==> src/rtl/hamming_seq_ctrl.sv <==
// Sequences a shared Hamming(7,4) encoder over the eight nibbles of a 32-bit word and packs the codes.
// Optional macro HSEQ_IRQ_EN adds the registered irq_o output.
`timescale 1ns/1ps
module hamming_seq_ctrl #(
    parameter int ENC_LAT = 0,
    parameter int CODE_W  = 7
) (
    input  logic              clk,
    input  logic              rst,
    input  logic              wr_i,
    input  logic [1:0]        addr_i,
    input  logic [31:0]       wdata_i,
    output logic [31:0]       rdata_o,
    output logic [3:0]        enc_nib_o,
    output logic              enc_valid_o,
    input  logic [CODE_W-1:0] enc_code_i,
    output logic              busy_o,
    output logic              done_o
`ifdef HSEQ_IRQ_EN
    ,
    output logic              irq_o
`endif
);

    localparam int         RES_W    = 8 * CODE_W;
    localparam logic [1:0] LAT_INIT = 2'(ENC_LAT);

    if (CODE_W != 7) begin : g_bad_code_w
        $error("hamming_seq_ctrl: CODE_W must be 7");
    end
    if (ENC_LAT < 0 || ENC_LAT > 3) begin : g_bad_enc_lat
        $error("hamming_seq_ctrl: ENC_LAT must be 0..3");
    end

    typedef enum logic [1:0] {IDLE, DRIVE, WAIT, DONE} state_t;

    state_t           state, state_n;
    logic [31:0]      word;
    logic [RES_W-1:0] acc, result;
    logic [2:0]       idx;
    logic [1:0]       lat_cnt;
    logic             done_q, ovr_q, irq_en_q;
    logic             data_wr, stat_wr, status_clr, accept, ovr_evt, capture, last_nib;

    assign data_wr    = wr_i && (addr_i == 2'd0);
    assign stat_wr    = wr_i && (addr_i == 2'd1);
    assign status_clr = stat_wr && wdata_i[0];
    assign accept     = data_wr && (state == IDLE);
    // The DONE cycle still belongs to the sequence, so a write there is an overrun.
    assign ovr_evt    = data_wr && (state != IDLE);
    assign last_nib   = (idx == 3'd7);

    always_ff @(posedge clk or posedge rst) begin
        if (rst) state <= IDLE;
        else     state <= state_n;
    end

    // NOTE: every always_comb output gets a default first, so no path can infer a latch.
    always_comb begin
        state_n     = state;
        capture     = 1'b0;
        busy_o      = 1'b0;
        enc_valid_o = 1'b0;
        enc_nib_o   = 4'h0;
        case (state)
            IDLE: if (accept) state_n = DRIVE;
            DRIVE: begin
                busy_o      = 1'b1;
                enc_valid_o = 1'b1;
                enc_nib_o   = word[idx*4 +: 4];
                if (ENC_LAT == 0) begin
                    capture = 1'b1;
                    state_n = last_nib ? DONE : DRIVE;
                end else begin
                    state_n = WAIT;
                end
            end
            WAIT: begin
                busy_o      = 1'b1;
                enc_valid_o = 1'b1;
                enc_nib_o   = word[idx*4 +: 4];
                if (lat_cnt == 2'd1) begin
                    capture = 1'b1;
                    state_n = last_nib ? DONE : DRIVE;
                end
            end
            DONE:    state_n = IDLE;
            default: state_n = IDLE;
        endcase
    end

    // NOTE: sequential state uses non-blocking assignments so every register samples pre-edge values.
    always_ff @(posedge clk or posedge rst) begin
        if (rst) begin
            word     <= '0;
            acc      <= '0;
            result   <= '0;
            idx      <= '0;
            lat_cnt  <= '0;
            done_q   <= 1'b0;
            ovr_q    <= 1'b0;
            irq_en_q <= 1'b0;
        end else begin
            if (accept) begin
                word <= wdata_i;
                idx  <= '0;
            end
            if (state == DRIVE)     lat_cnt <= LAT_INIT;
            else if (state == WAIT) lat_cnt <= lat_cnt - 2'd1;
            if (capture) begin
                acc[idx*CODE_W +: CODE_W] <= enc_code_i;
                idx                       <= idx + 3'd1;
            end
            if (state == DONE) result <= acc;
            // Set terms are OR-ed in last so a new event beats a same-cycle clear.
            done_q <= (done_q & ~status_clr & ~accept) | (capture & last_nib);
            ovr_q  <= (ovr_q & ~status_clr) | ovr_evt;
            if (stat_wr && wdata_i[2]) irq_en_q <= 1'b1;
        end
    end

    assign done_o = done_q;

    always_comb begin
        rdata_o = '0;
        case (addr_i)
            2'd0: rdata_o = word;
            2'd1: rdata_o = {28'h0, irq_en_q, ovr_q, done_q, busy_o};
            2'd2: rdata_o = result[31:0];
            2'd3: rdata_o = {8'h00, result[RES_W-1:32]};
            default: rdata_o = '0;
        endcase
    end

`ifdef HSEQ_IRQ_EN
    always_ff @(posedge clk or posedge rst) begin
        if (rst) irq_o <= 1'b0;
        else     irq_o <= irq_en_q & (done_q | ovr_q);
    end
`endif

endmodule

==> config.mk <==
export PLATFORM = sky130hd
export DESIGN_NAME = hamming_seq_ctrl
export DESIGN_NICKNAME = d
export VERILOG_FILES = /design/src/rtl/hamming_seq_ctrl.sv
export SDC_FILE = /design/constraint.sdc
export NUM_CORES = 1
export LEC_CHECK = 0
export BUFFER_PORTS_ARGS = -buffer_cell sky130_fd_sc_hd__buf_2
export CORE_MARGIN = 2
export CORE_UTILIZATION = 63
export DETAILED_ROUTE_END_ITERATION = 6
export PLACE_DENSITY = 0.88
export SETUP_SLACK_MARGIN = 0.15
export SLEW_MARGIN = 20
export SYNTH_ARGS = -nofsm -noshare
export SYNTH_HDL_FRONTEND = slang
export SYNTH_SLANG_ARGS = --single-unit
==> constraint.sdc <==
create_clock -name clk -period 11.4 [get_ports clk]
set_input_delay 0.57 -clock clk [delete_from_list [all_inputs] [get_ports clk]]
set_output_delay 0.57 -clock clk [all_outputs]
set_load 0.005 [all_outputs]
==> results.yml <==
worst_setup_path:
  cp_cell_sequence: "inv_1 > ha_1 > nor3b_1 > o211a_1 > mux2_2"
  start_kind: "register"
  cpMaxStageDelayCell: "dfrtp_1"
  crit_path_end_kind: "register"
  crit_type: "register to register"
  arrival_ns: 3.24
  cpPeakStageDelay_ns: 0.86
  worst_ep_required_time_ns: 11.71
  worst-path-max-fanout: 17
yosys:
  synth_warnings: 0
  yosysSeqAreaShare: 0.5378
  synth_cell_type_count: 35
  avgSynthCellArea_um2: 14.36
  syn_area_mm2: 0.007166
  synth_seq_cells: 154
  synth_nets: 555
  synth_area_leader_cell: "dfrtp_1"
  synth_common_cells: "mux2_2, dfrtp_1, a22o_1"
  yosysMostFrequentCell: "mux2_2"
  yosys.area.top_type_share: 0.5378
  synth-edff-count: 0
  synth_cells: 499
  async_flop_share: 1.000
  synth_ff_type: "dfrtp_1"
  yosys-top-cells-area: "dfrtp_1, mux2_2, mux2i_1"
grt:
  first_global_vias: 4939
  antenna_found_initial: 0
  track_usage: 0.2916
  grt_max_degree: 86
  grt_overflow: 0
  grt_pass1_wl_mm: 27.54
finish:
  drive_above_1_share: 0.5255
  area_growth_pct: 15.02
  antenna_cells: 0
  ff_latch_area_mm2: 0.003854
  instances_no_fill: 728
  final_nets: 631
  multiInputGateArea_mm2: 0.003134
  fill_cells: 621
pwr:
  seqPwrFrac: 0.397
  internal-power_mw: 1.562
  clockPowerShare: 0.230
  max-vdd-ir-drop_mv: 0.1734
  p_leak_nw: 4.099
  p_sw_uw: 815.1
  p_per_area_mw_per_mm2: 288.4
  swShare: 0.3429
  power_frac_comb: 0.373
  power_mw: 2.377
cts:
  hold_buffers: 0
  root_buffer: "clkbuf_16"
  clockBufferDepth: 2
  tritoncts: "built"
  cts_sinks: 154
  cts_max_level: 4
  cts.clk_slew.worst_paths_ns: 0.06
  ctsResizeCount: 0
  clock_latency_ns: 0.42
  cts_made_buffers: 17
  post-cts-setup-buffers: 0
route:
  viasPerCell: 6.265
  drtPass1Iterations: 5
  routed_wirelength_mm: 17.04
  drt_iter0_drc: 338
  drt-wirelength-per-cell_um: 23.41
  drtAntennaViolNets: 0
  drc: 0
  vias: 4561
place:
  place_congestion: 0.8158
  io_buffer_count: 82
  hpwlAfterDp_mm: 11.03
  numPlacedInstances: 695
sta:
  finalCriticalPeriod_ns: 2.929
  clock_skew_ns: 0.009417
  tightestPinTransition_ns: 1.025
  drv_slew: 0
  fin_crit_sh: 0.2569
  final-hold-violation-count: 0
  finalSetupViolations: 0
  rsz0062_at_grt: "no"
  maxSlewHeadroom: 0.3169
  fmax_ghz: 0.3414
  tns_ns: 0
floorplan:
  ios: 83
  die_y_um: 110.7
  initial_core_util: 0.6524
  coreArea_mm2: 0.01098
  fp-row-count: 38
  die_w_um: 110.7
  die_area_mm2: 0.01224
min_path:
  hp-class: "primary input to async pin"
run:
  maxCapViolCount: 0
run_status:
  status: "complete, no violations"
path summary, 6_finish.rpt:
check | start | to | slack [ns] | depth (start not counted)
worst max-delay path | idx[1] | acc[31] | 8.47 | 5
worst min-delay path | rst | result[36] | 0.22 | 2
worst max register to register | idx[1] | acc[31] | 8.47 | 5
worst min register to register | acc[48] | result[48] | 0.50 | 1
max in group asynchronous | rst | done_o | 10.01 | 3
min in group clk | wdata_i[8] | word[8] | 0.38 | 2
area by class of cell:
type | instances | area share
Clock buffer | 20 | 0.05663
Clock inverter | 12 | 0.01382
Inverter | 8 | 0.004251
Multi-Input combinational cell | 306 | 0.3803
Sequential cell | 154 | 0.4676
Tap cell | 140 | 0.02125
Timing Repair Buffer | 88 | 0.05617
per-layer routing:
| layer | GRT usage | up-vias | share of wire |
|---|---|---|---|
| met1 | 0.3869 | 2367 | 0.40 |
| li1 | - | 1979 | - |
| met3 | 0.06233 | 43 | 0.061 |
| met2 | 0.4826 | 172 | 0.52 |
| met5 | 0 | - | 0 |
| met4 | 0.1000 | 0 | 0.026 |
registers in the layout, summed over array words and instances (netlist names):
name / flops
state: 2
idx: 3
acc: 56
word: 32
lat_cnt: 2
done_o: 1
irq_en_q: 1
ovr_q: 1
result: 56
metrics by stage:
| step | util | hold slack (ns) | worst slack [ns] | instance area (µm²) |
|---|---|---|---|---|
| after global routing | 0.7504 | 0.2805 | 8.301 | 8242 |
| after detailed placement | 0.6962 | 0.4891 | 8.348 | 7646 |
| after floorplan | - | 0.4366 | 6.680 | 7166 |
| final | 0.7504 | 0.2234 | 8.471 | 8242 |
| after CTS | 0.7490 | 0.2506 | 8.493 | 8227 |
| after global placement | 0.6962 | 0.4804 | 8.465 | 7646 |
cells by family (layout without fill, tap and decap cells):
| group | Yosys count | in the layout | synth area share |
|---|---|---|---|
| DFF | 154 | 154 | 0.5378 |
| xor gates and xnor gates | 2 | 2 | 0.003493 |
| adders and majority gates | 12 | 12 | 0.02095 |
| buffers and inverters | 39 | 128 | 0.02724 |
| AOI/OAI and AO/OA | 37 | 37 | 0.04156 |
| and+or+nand+nor | 60 | 60 | 0.05343 |
| muxes | 195 | 195 | 0.3155 |
power groups by stage:
stage / logic (mW) / registers [mW] / clock network [mW]
floorplan: 0.682 / 0.869 / 0
global placement: 0.833 / 0.926 / 0
detailed placement: 0.867 / 0.942 / 0
CTS: 0.883 / 0.939 / 0.550
global route: 0.952 / 0.965 / 0.578
finish: 0.886 / 0.944 / 0.547
worst max-delay path: cells and delay by family, from the launching register on:
family	cells	cell delay, ns
buf+inv	1	0.17
fa+ha+maj	1	0.50
mux	1	0.38
compound gates	1	0.44
simple gates	1	0.44
flops	1	0.86
placed cells by master (no fill, tap or decap), types with 2 or more instances in the layout:
cell        Yosys  routed
and2_1          8       8
nor2_1         14      14
mux2i_1        20      20
inv_6           0       3
clkbuf_8        1       3
ha_1           12      11
mux2_2        167     167
buf_6           0       2
and3_1         14      14
o21a_1          2       2
clkinv_4        0       3
inv_1           8       7
a22o_1         22      22
nor2b_1         4       4
buf_4           5       4
clkinv_2        0       2
mux4_2          8       8
nand4_2         7       7
buf_2          16      82
clkinvlp_4      0       4
dfrtp_1       154     154
a21oi_1         3       3
nand2_1         5       5
clkbuf_16       0      17
o22ai_1         4       4
nor3b_1         2       2
No activity file was read; power rests on OpenSTA's default activity.
